--- src/rtl/yarp_rf_wb_arbiter_pkg.sv ---
// Shared constants, the regfile write-request type and the round-robin wrap helper
// for the register-file writeback arbiter slice.
package yarp_rf_pkg;

  localparam int XLEN      = 32;
  localparam int RF_ADDR_W = 5;

  typedef struct packed {
    logic [RF_ADDR_W-1:0] addr;
    logic [XLEN-1:0]      data;
  } rf_wr_req_t;

  // (base + inc) mod n, valid for base < n and inc < n.
  function automatic int rr_wrap_add(input int base, input int inc, input int n);
    int s;
    s = base + inc;
    return (s >= n) ? (s - n) : s;
  endfunction

endpackage

--- src/rtl/yarp_rf_wb_arbiter_if.sv ---
// Writeback requester bundle: NUM_REQ parallel write requests toward the arbiter.
// Handshake: a transfer happens on a rising clk edge where req_valid_i[i] & req_ready_o[i];
// valid may drop before ready (withdrawal), addr/data stay stable while valid waits.
interface yarp_rf_wb_if #(
  parameter int NUM_REQ = 3,
  parameter int XLEN    = yarp_rf_pkg::XLEN
);
  logic [NUM_REQ-1:0]                              req_valid_i;
  logic [NUM_REQ-1:0][yarp_rf_pkg::RF_ADDR_W-1:0] req_rd_addr_i;
  logic [NUM_REQ-1:0][XLEN-1:0]                   req_data_i;
  logic [NUM_REQ-1:0]                              req_ready_o;

  modport master (
    output req_valid_i,
    output req_rd_addr_i,
    output req_data_i,
    input  req_ready_o
  );

  modport slave (
    input  req_valid_i,
    input  req_rd_addr_i,
    input  req_data_i,
    output req_ready_o
  );
endinterface

--- src/rtl/yarp_rf_wb_arbiter_rr.sv ---
// Round-robin arbiter: one-hot grant starting the scan at r_rr_ptr; the pointer moves
// past the winner only when the grant is actually taken.
module yarp_rr_arbiter
  import yarp_rf_pkg::*;
#(
  parameter int NUM_REQ = 3,
  localparam int PTR_W  = $clog2(NUM_REQ)
) (
  input  logic               clk,
  input  logic               reset_n,
  input  logic [NUM_REQ-1:0] i_req,
  input  logic               i_hold,
  input  logic               i_xfer,
  output logic [NUM_REQ-1:0] o_gnt,
  output logic [PTR_W-1:0]   o_gnt_idx
);

  logic [PTR_W-1:0] r_rr_ptr;
  logic [PTR_W-1:0] w_idx;
  logic             w_found;

  always_comb begin
    o_gnt     = '0;
    o_gnt_idx = '0;
    w_idx     = '0;
    w_found   = 1'b0;
    if (!i_hold) begin
      for (int k = 0; k < NUM_REQ; k++) begin
        w_idx = PTR_W'(rr_wrap_add(int'(r_rr_ptr), k, NUM_REQ));
        if (!w_found && i_req[w_idx]) begin
          w_found      = 1'b1;
          o_gnt[w_idx] = 1'b1;
          o_gnt_idx    = w_idx;
        end
      end
    end
  end

  always_ff @(posedge clk) begin
    if (!reset_n) begin
      r_rr_ptr <= '0;
    end else if (i_xfer) begin
      r_rr_ptr <= PTR_W'(rr_wrap_add(int'(o_gnt_idx), 1, NUM_REQ));
    end
  end

endmodule

--- src/rtl/yarp_rf_wb_arbiter.sv ---
// Register-file writeback arbiter: round-robin over NUM_REQ requesters, one registered
// write per cycle, RAW hazard flags. Optional stall counters under YARP_RF_WB_STATS_EN.
module yarp_rf_wb_arbiter
  import yarp_rf_pkg::*;
#(
  parameter int NUM_REQ = 3,
  parameter int XLEN    = yarp_rf_pkg::XLEN,
  localparam int PTR_W  = $clog2(NUM_REQ)
) (
  input  logic                          clk,
  input  logic                          reset_n,
  input  logic                          hold_i,
  yarp_rf_wb_if.slave                   wb,
  output logic                          rf_wr_en_o,
  output logic [RF_ADDR_W-1:0]          rf_rd_addr_o,
  output logic [XLEN-1:0]               rf_wr_data_o,
  input  logic [RF_ADDR_W-1:0]          rs1_addr_i,
  input  logic [RF_ADDR_W-1:0]          rs2_addr_i,
  output logic                          rs1_hazard_o,
  output logic                          rs2_hazard_o,
  output logic [NUM_REQ-1:0][15:0]      stall_cnt_o
);

  logic [NUM_REQ-1:0]   w_gnt;
  logic [PTR_W-1:0]     w_gnt_idx;
  logic                 w_arb_hold;
  logic                 w_xfer;
  logic [RF_ADDR_W-1:0] w_sel_addr;
  logic [XLEN-1:0]      w_sel_data;

  logic                 r_wr_en;
  logic [RF_ADDR_W-1:0] r_wr_addr;
  logic [XLEN-1:0]      r_wr_data;

  // No grants while in reset, so a requester never sees a handshake that gets discarded.
  assign w_arb_hold = hold_i | ~reset_n;

  yarp_rr_arbiter #(.NUM_REQ(NUM_REQ)) u_rr (
    .clk       (clk),
    .reset_n   (reset_n),
    .i_req     (wb.req_valid_i),
    .i_hold    (w_arb_hold),
    .i_xfer    (w_xfer),
    .o_gnt     (w_gnt),
    .o_gnt_idx (w_gnt_idx)
  );

  assign wb.req_ready_o = w_gnt;
  assign w_xfer         = |(wb.req_valid_i & w_gnt);
  assign w_sel_addr     = wb.req_rd_addr_i[w_gnt_idx];
  assign w_sel_data     = wb.req_data_i[w_gnt_idx];

  // Writes to x0 are accepted from the requester but never reach the regfile.
  always_ff @(posedge clk) begin
    if (!reset_n) begin
      r_wr_en   <= 1'b0;
      r_wr_addr <= '0;
      r_wr_data <= '0;
    end else begin
      r_wr_en <= w_xfer && (w_sel_addr != '0);
      if (w_xfer) begin
        r_wr_addr <= w_sel_addr;
        r_wr_data <= w_sel_data;
      end
    end
  end

  assign rf_wr_en_o   = r_wr_en;
  assign rf_rd_addr_o = r_wr_addr;
  assign rf_wr_data_o = r_wr_data;

  // Regfile reads are registered, so a read in the write cycle would return stale data.
  assign rs1_hazard_o = r_wr_en && (rs1_addr_i == r_wr_addr) && (rs1_addr_i != '0);
  assign rs2_hazard_o = r_wr_en && (rs2_addr_i == r_wr_addr) && (rs2_addr_i != '0);

`ifdef YARP_RF_WB_STATS_EN
  logic [NUM_REQ-1:0][15:0] r_stall_cnt;

  always_ff @(posedge clk) begin
    if (!reset_n) begin
      r_stall_cnt <= '0;
    end else begin
      for (int i = 0; i < NUM_REQ; i++) begin
        if (wb.req_valid_i[i] && !w_gnt[i] && (r_stall_cnt[i] != 16'hFFFF)) begin
          r_stall_cnt[i] <= r_stall_cnt[i] + 16'd1;
        end
      end
    end
  end

  assign stall_cnt_o = r_stall_cnt;
`else
  assign stall_cnt_o = '0;
`endif

endmodule
--- src/flat_wrapper.sv ---
// flat-port wrapper written by rule: the top's interface ports become plain ports
module yarp_rf_wb_arbiter_flat import yarp_rf_pkg::*;
#(
  parameter int NUM_REQ = 3,
  parameter int XLEN    = yarp_rf_pkg::XLEN,
  localparam int PTR_W  = $clog2(NUM_REQ)
)
  (clk, reset_n, hold_i, rf_wr_en_o, rf_rd_addr_o, rf_wr_data_o, rs1_addr_i, rs2_addr_i, rs1_hazard_o, rs2_hazard_o, stall_cnt_o, wb_req_valid_i, wb_req_rd_addr_i, wb_req_data_i, wb_req_ready_o);
  yarp_rf_wb_if #(.NUM_REQ(NUM_REQ), .XLEN(XLEN)) wb_i ();
  input  logic clk;
  input  logic reset_n;
  input  logic hold_i;
  output logic rf_wr_en_o;
  output logic [RF_ADDR_W-1:0] rf_rd_addr_o;
  output logic [XLEN-1:0] rf_wr_data_o;
  input  logic [RF_ADDR_W-1:0] rs1_addr_i;
  input  logic [RF_ADDR_W-1:0] rs2_addr_i;
  output logic rs1_hazard_o;
  output logic rs2_hazard_o;
  output logic [NUM_REQ-1:0][15:0] stall_cnt_o;
  input wire logic [$bits(wb_i.req_valid_i)-1:0] wb_req_valid_i;
  input wire logic [$bits(wb_i.req_rd_addr_i)-1:0] wb_req_rd_addr_i;
  input wire logic [$bits(wb_i.req_data_i)-1:0] wb_req_data_i;
  output wire logic [$bits(wb_i.req_ready_o)-1:0] wb_req_ready_o;
  assign wb_i.req_valid_i = wb_req_valid_i;
  assign wb_i.req_rd_addr_i = wb_req_rd_addr_i;
  assign wb_i.req_data_i = wb_req_data_i;
  assign wb_req_ready_o = wb_i.req_ready_o;
  yarp_rf_wb_arbiter #(.NUM_REQ(NUM_REQ), .XLEN(XLEN)) u_core (.clk(clk), .reset_n(reset_n), .hold_i(hold_i), .wb(wb_i), .rf_wr_en_o(rf_wr_en_o), .rf_rd_addr_o(rf_rd_addr_o), .rf_wr_data_o(rf_wr_data_o), .rs1_addr_i(rs1_addr_i), .rs2_addr_i(rs2_addr_i), .rs1_hazard_o(rs1_hazard_o), .rs2_hazard_o(rs2_hazard_o), .stall_cnt_o(stall_cnt_o));
endmodule
--- config.mk ---
export PLATFORM = sky130hd
export DESIGN_NAME = yarp_rf_wb_arbiter_flat
export DESIGN_NICKNAME = d
export VERILOG_FILES = /design/src/rtl/yarp_rf_wb_arbiter_pkg.sv /design/src/rtl/yarp_rf_wb_arbiter_if.sv /design/src/rtl/yarp_rf_wb_arbiter_rr.sv /design/src/rtl/yarp_rf_wb_arbiter.sv /design/src/flat_wrapper.sv
export SDC_FILE = /design/constraint.sdc
export NUM_CORES = 1
export LEC_CHECK = 0
export ABC_AREA = 1
export CAP_MARGIN = 20
export CORE_MARGIN = 5
export CORE_UTILIZATION = 35
export DETAILED_ROUTE_END_ITERATION = 8
export PLACE_DENSITY = 0.81
export REMOVE_ABC_BUFFERS = 1
export SKIP_CTS_REPAIR_TIMING = 1
export SLEW_MARGIN = 25
export SYNTH_ARGS = -nofsm -noshare
export SYNTH_HDL_FRONTEND = slang
export SYNTH_SLANG_ARGS = --single-unit
--- constraint.sdc ---
create_clock -name clk -period 3 [get_ports clk]
set_input_delay 0.45 -clock clk [delete_from_list [all_inputs] [get_ports clk]]
set_output_delay 0.45 -clock clk [all_outputs]
set_load 0.005 [all_outputs]
==> results of run 1 <==
-- critical path: stages, from the launching register on --
cell and delay (ns):
dfxtp_1 0.40, inv_1 0.11, ha_4 0.29, inv_2 0.09, o21ai_0 0.13, o21ai_2 0.19, nand3_1 0.10, a31oi_1 0.20
clkdlybuf4s50_1 0.56
-- state kept, by name, summed over array words and instances, names as in the netlist --
| signal | flops |
|---|---|
| u_core.rf_rd_addr_o | 5 |
| u_core.rf_wr_data_o | 32 |
| u_core.rf_wr_en_o | 1 |
| u_core.u_rr.r_rr_ptr | 2 |
-- kinds of logic after synthesis --
group           Yosys count
compound gates           79
simple gates            242
buf+inv                 102
fa+ha+maj                 4
xor+xnor                  4
flops                    40
other cells               1
-- cell usage in the layout, fill, tap and decap left out, drive strengths merged --
master         count
o22ai              1
ha                 4
o21ai             42
conb              48
nand3             16
o2111ai            1
clkbuf             5
or4                1
a22o              23
nor2              79
nand2            136
clkinv             4
a221oi             2
xnor2              2
buf                4
a21oi              7
inv               31
dfxtp             40
and2               5
a31oi              3
nor3               2
clkdlybuf4s50    169
xor2               2
nand4              3
-- Yosys cell counts (5+ instances only) --
master   count  share of area
nand2_1    134           0.17
nor2_1      78          0.097
buf_4       51           0.13
dfxtp_1     40           0.27
o21ai_0     30          0.050
inv_1       26          0.032
a22o_1      23          0.067
nand3_1     14          0.023
o21ai_1     12          0.020
buf_6       10          0.037
a21oi_1      7          0.012
and2_1       5          0.010
buf_2        5         0.0083
inv_2        5         0.0062
-- metal layers --
layer / track usage / part of all wire / vias up
met3: 0.0535 / 0.11 / 2
met5: 0 / 0 / -
li1: - / - / 1726
met1: 0.203 / 0.39 / 1517
met2: 0.323 / 0.50 / 176
met4: 0.0329 / 0.0046 / 0
-- power by group --
| group | switching (µW) | total [µW] | internal (µW) |
|---|---|---|---|
| clock | 188 | 350 | 162 |
| combinational | 743 | 1460 | 714 |
| sequential | 93.3 | 772 | 678 |
-- how the worst max path moves through the flow --
stage	depth (start not counted)	from	end
final	8	u_core.u_rr.r_rr_ptr[0]	wb_req_ready_o[0]
after global routing	11	u_core.u_rr.r_rr_ptr[0]	wb_req_ready_o[0]
after CTS	8	u_core.u_rr.r_rr_ptr[0]	wb_req_ready_o[0]
after detailed placement	16	wb_req_valid_i[2]	u_core.rf_wr_en_o
after global placement	8	wb_req_valid_i[2]	wb_req_ready_o[0]
after floorplan	16	u_core.u_rr.r_rr_ptr[0]	u_core.rf_wr_data_o[0]
-- layout make-up --
cell class,count,area [µm²],share of cell area
clock buffer,5,68.8,0.0148
clock inverter,3,18.8,0.00403
timing repair buffer,173,1760,0.378
tap,105,131,0.0282
multi-input combinational,377,1760,0.377
sequential,40,801,0.172
inverter,32,120,0.0258
-- metrics by stage --
step	hold WS, ns	total power, µW
after floorplan	0.487	1490
after global placement	0.476	2160
after detailed placement	0.485	2210
after CTS	0.510	2580
after global routing	0.538	2820
final	0.506	2580
==> summary.txt, run 1 <==
Cells and area
  • # nets final: 760
  • Area delta synth->final: 54.4%
  • Diode count: 0
  • Design area: 4660 µm²
  • Share of cells above drive strength 1: 0.0413
  • Filler instances: ~760
  • Final core utilization: 0.561
  • Non-Filler Instances: 735

Route
  • Vias/cell: 4.65
  • WL final: 9.81 mm
  • DRC violations left: 0
  • Vias after detailed routing: ~3,400
  • Avg WL per Cell: 13.4 µm
  • Routed Antenna Nets: 0
  • 1st-pass router iterations: 5
  • Initial DRC count: 100

Clock network
  • Clk sink count: 40
  • Clk_lat worst skew: about 0.29 ns
  • H-tree Lvls: 2
  • CTS tree: yes
  • Root Buffer: clkbuf_8
  • Clock buffers created by TritonCTS: 5
  • Reg clk slew, reported paths: 0.08 ns
  • Clk buf depth: 2

Floorplan
  • Die H: 103 µm
  • Initial Util: 0.363
  • CORE AREA: 8300 µm²
  • Die width: 103 µm
  • DIE AREA: ~11,000 µm²
  • Row count: 33
  • IO Pins: 218

Worst setup path
  • Critical Path Sink Type: output port
  • CP Class: flop to output port
  • Required time worst endpoint: between 2 and 3 ns
  • Startpoint types: flop
  • Setup slack, reg-to-reg: 0.39 ns
  • CP arrival: roughly 2.4 ns
  • Reg2reg start: u_core.u_rr.r_rr_ptr[0]
  • R2R cell count: 17
  • Worst-path maximum fanout: 8
  • Reg2Reg Capture Point: u_core.rf_rd_addr_o[2]

Logic synthesis
  • Sequential area share after synthesis: 0.266
  • Cells after Synth: between 400 and 500
  • Netlist Area Pre-Place: 3020 µm²
  • Count of different cell masters after synthesis: 30
  • #FFs+latches synth: 40
  • Simple-gate share of the synthesized area: 0.322
  • Post-synthesis compound-gate area fraction: 0.165
  • Asr flop ratio synth: 0
  • Post-synth EDFFs: 0
  • YS warnings: 0
  • Synthesized area per cell: 6.39 µm²
  • Main combinational cell family by area after synthesis: simple AND/OR/NAND/NOR gates
  • Synth Area in Adders: 0.0166
  • Top FF cell, synth: dfxtp_1
  • Multiplexer share of the synthesized area: 0
  • XOR/XNOR Fraction of Synth Area: 0.0116

Global route
  • Initial antenna violation count: 0
  • First-pass GRT wire length: 15.1 mm
  • Vias in the first global route: 3,312
  • Global Route Usage Sum: 0.176
  • GRT overflow: 0
  • Largest net degree at the start of global routing: 75

Power and ir drop
  • P_leak: between 0.002 and 0.0025 µW
  • Worst IR drop on VDD: 219 µV
  • Power per cell area: roughly 550 nW/µm²

Min path
  • Hold endpoint: u_core.rf_wr_data_o[9]
  • Hold path startpoint: u_core.rf_wr_data_o[9]
  • Hold Path Depth: 2
  • HP Class: flop to flop

Placement
  • Dpl cells: 727
  • Post-place setup slack: 0.227 ns
  • Placed Instance Area: 4550 µm²
  • Number of port buffers: about 170
  • Routability congestion estimate from global placement: 0.808
  • Post-DP HPWL: 7.66 mm

Timing
  • Worst-margin pin slew: approximately 0.63 ns
  • Final Hold Vio Count: 0
  • TNS Setup: 0 ns
  • Worst-case clock skew: 0.00813 ns
  • Final Cycle Share: 0.932
  • Peak Freq: 0.358 GHz
  • Max-slew headroom: 0.580
  • RSZ-0062 raised after global routing: no
  • Final worst setup slack: 0.204 ns
  • Setup-failing EPs final: 0
  • Slew Viols, Final: 0
  • Tmin final: between 2 and 3 ns

Status
  • Status: finished clean

Flow run
  • Maxcap violations: 0
Power figures use the tool's default switching activity.
==> run 2: changes to the inputs <==
--- a/config.mk
+++ b/config.mk
@@ -6,7 +6,7 @@
 export NUM_CORES = 1
 export LEC_CHECK = 0
 export ABC_AREA = 1
-export CAP_MARGIN = 20
+export CAP_MARGIN = 15
 export CORE_MARGIN = 5
 export CORE_UTILIZATION = 35
 export DETAILED_ROUTE_END_ITERATION = 8
==> results of run 2 <==
Final layout, timing and power as in run 1 (identical DEF).
==> run 3: changes to the inputs <==
--- a/config.mk
+++ b/config.mk
@@ -10,7 +10,7 @@
 export CORE_MARGIN = 5
 export CORE_UTILIZATION = 35
 export DETAILED_ROUTE_END_ITERATION = 8
-export PLACE_DENSITY = 0.81
+export PLACE_DENSITY = 0.82
 export REMOVE_ABC_BUFFERS = 1
 export SKIP_CTS_REPAIR_TIMING = 1
 export SLEW_MARGIN = 25
==> constraint.sdc (replaced) <==
create_clock -name clk -period 2.8 [get_ports clk]
set_input_delay 0.42 -clock clk [delete_from_list [all_inputs] [get_ports clk]]
set_output_delay 0.42 -clock clk [all_outputs]
set_load 0.005 [all_outputs]
==> run 3 against run 2 <==
First-iteration DRC count shrank 9.0%. Sequential share of layout area shrank 0.26 points. Wire length grew 0.73%. Flip-flop and latch count is the same. Critical path depth shrank 2. Combinational power grew 10%. Clock power grew 39%.
==> summary.txt, run 3 (synthesis results as in run 1) <==
Cells and area
  • Final core utilization: 0.573
  • Most frequent cells in the layout: clkdlybuf4s50_1, nand2_1, nor2_1, conb_1, dfxtp_1
  • Most common cell after layout, fill and taps aside: clkdlybuf4s50_1
  • Area delta synth->final: 57.8%
  • Max reg flops: 32
  • Design area: about 4800 µm²
  • Diode count: 0
  • Share of cells above drive strength 1: 0.0550
  • # nets final: 766

Global route
  • Global Route Usage Sum: 0.174
  • Largest net degree at the start of global routing: 50
  • First-pass GRT wire length: 14.8 mm
  • Initial antenna violation count: 0
  • Vias in the first global route: around 3,300
  • GRT overflow: 0

Timing
  • Tmin final: 2.55 ns
  • Slew Viols, Final: 0
  • Peak Freq: just under 0.4 GHz
  • Setup-failing EPs final: 0
  • RSZ-0062 raised after global routing: no
  • Final worst setup slack: around 0.25 ns
  • Final Cycle Share: 0.910
  • Final Hold Vio Count: 0
  • Worst-case clock skew: around 0.0027 ns

Placement
  • Number of port buffers: 169
  • Placed Instance Area: 4570 µm²
  • Routability congestion estimate from global placement: 0.920
  • Post-place setup slack: approximately 0.14 ns
  • Post-DP HPWL: 7.64 mm

Flow run
  • Maxcap violations: 0

Worst setup path
  • Required time worst endpoint: approximately 2.4 ns
  • CP max-delay cell: clkdlybuf4s50_1
  • Cell Chain, Critical Path: clkdlybuf4s50_1, inv_1, a221oi_1, o2111ai_1, nor3_1, clkdlybuf4s50_1
  • Critical Path Sink Type: output port
  • Reg2reg start: u_core.u_rr.r_rr_ptr[0]
  • Most Frequent Cell on Critical Path: clkdlybuf4s50_1
  • Startpoint types: input port
  • CP Class: input port to output port
  • Worst Setup SP: rs1_addr_i[4]
  • Worst-path maximum fanout: 2
  • CP arrival: 2.13 ns
  • Slowest stage delay, CP: between 0.5 and 0.6 ns

Power and ir drop
  • Worst IR drop on VDD: around 210 µV
  • Share of power burned in registers: 0.284
  • P_leak: 0.00226 µW
  • Int Power: 1790 µW
  • Power per cell area: 615 nW/µm²
  • Clock power share: 0.167
  • Power share of the combinational group: 0.550
  • Sw power: 1130 µW
  • Sw Ratio: 0.387

Route
  • Initial DRC count: 91
  • Vias after detailed routing: 3,459
  • DRC violations left: 0
  • Routed Antenna Nets: 0
  • Avg WL per Cell: 13.3 µm
  • Vias/cell: 4.67
  • WL final: 9.89 mm
  • 1st-pass router iterations: 7

Clock network
  • Root Buffer: clkbuf_8
  • Clk buf depth: 2
  • Clk sink count: 40
  • Clock buffers created by TritonCTS: 5
  • CTS tree: yes
  • Clk_lat worst skew: around 0.29 ns
  • H-tree Lvls: 2
  • Reg clk slew, reported paths: 0.08 ns

Floorplan
  • CORE AREA: 8300 µm²
  • DIE AREA: around 11,000 µm²
  • IO Pins: 218
  • Die width: 103 µm
  • Initial Util: 0.363
  • Die H: between 100 and 150 µm
  • Row count: 33

Min path
  • Hold path startpoint: u_core.rf_wr_data_o[15]
  • HP Class: flop to flop

Status
  • Status: finished clean
==> run 3: power by group through the flow <==
| stage | clock network [µW] | registers, µW | logic (µW) |
|---|---|---|---|
| final | 488 | 830 | 1610 |
| after global routing | 543 | 849 | 1800 |
| after CTS | 512 | 826 | 1540 |
| after detailed placement | 0 | 835 | 1530 |
| after global placement | 0 | 829 | 1500 |
| after floorplan | 0 | 836 | 760 |
==> run 3: area by class of cell <==
cell class,count,area [µm²]
clock inverter,3,46.3
tap,105,131
timing repair buffer,179,1810
inverter,32,120
clock buffer,5,68.8
fill,773,3540
multi-input combinational,377,1770
sequential,40,806
==> run 3: final timing paths <==
| check | end | slack [ns] | cells after the start |
|---|---|---|---|
| hold / removal | u_core.rf_wr_data_o[15] | 0.50 | 2 |
| setup reg to reg | u_core.rf_wr_data_o[19] | 0.40 | 14 |
| setup / recovery | rs1_hazard_o | 0.25 | 6 |
| hold reg to reg | u_core.rf_wr_data_o[15] | 0.50 | 2 |
==> run 3: worst max-delay path, delay by kind of cell <==
family | cells | cell delay, ns
buffers and inverters | 3 | 1.04
AO/OA/AOI/OAI | 2 | 0.48
AND/OR/NAND/NOR | 1 | 0.19
==> run 3: stage by stage <==
step                      hold WS (ns)  total power, µW  std cells  setup TNS (ns)
after floorplan                  0.487             1600        449               0
after global placement           0.474             2330        730               0
final                            0.504             2930        741               0
after CTS                        0.505             2880        738          -0.385
after global routing             0.532             3190        741               0
after detailed placement         0.482             2370        730               0
==> run 3: per-layer routing <==
metal | vias up | GRT usage | wire length, µm
li1 | 1737 | - | -
met1 | 1497 | 0.195 | 3620
met2 | 197 | 0.315 | 4900
met3 | 28 | 0.0589 | 1180
met4 | 0 | 0.0488 | 182
met5 | - | 0 | 0
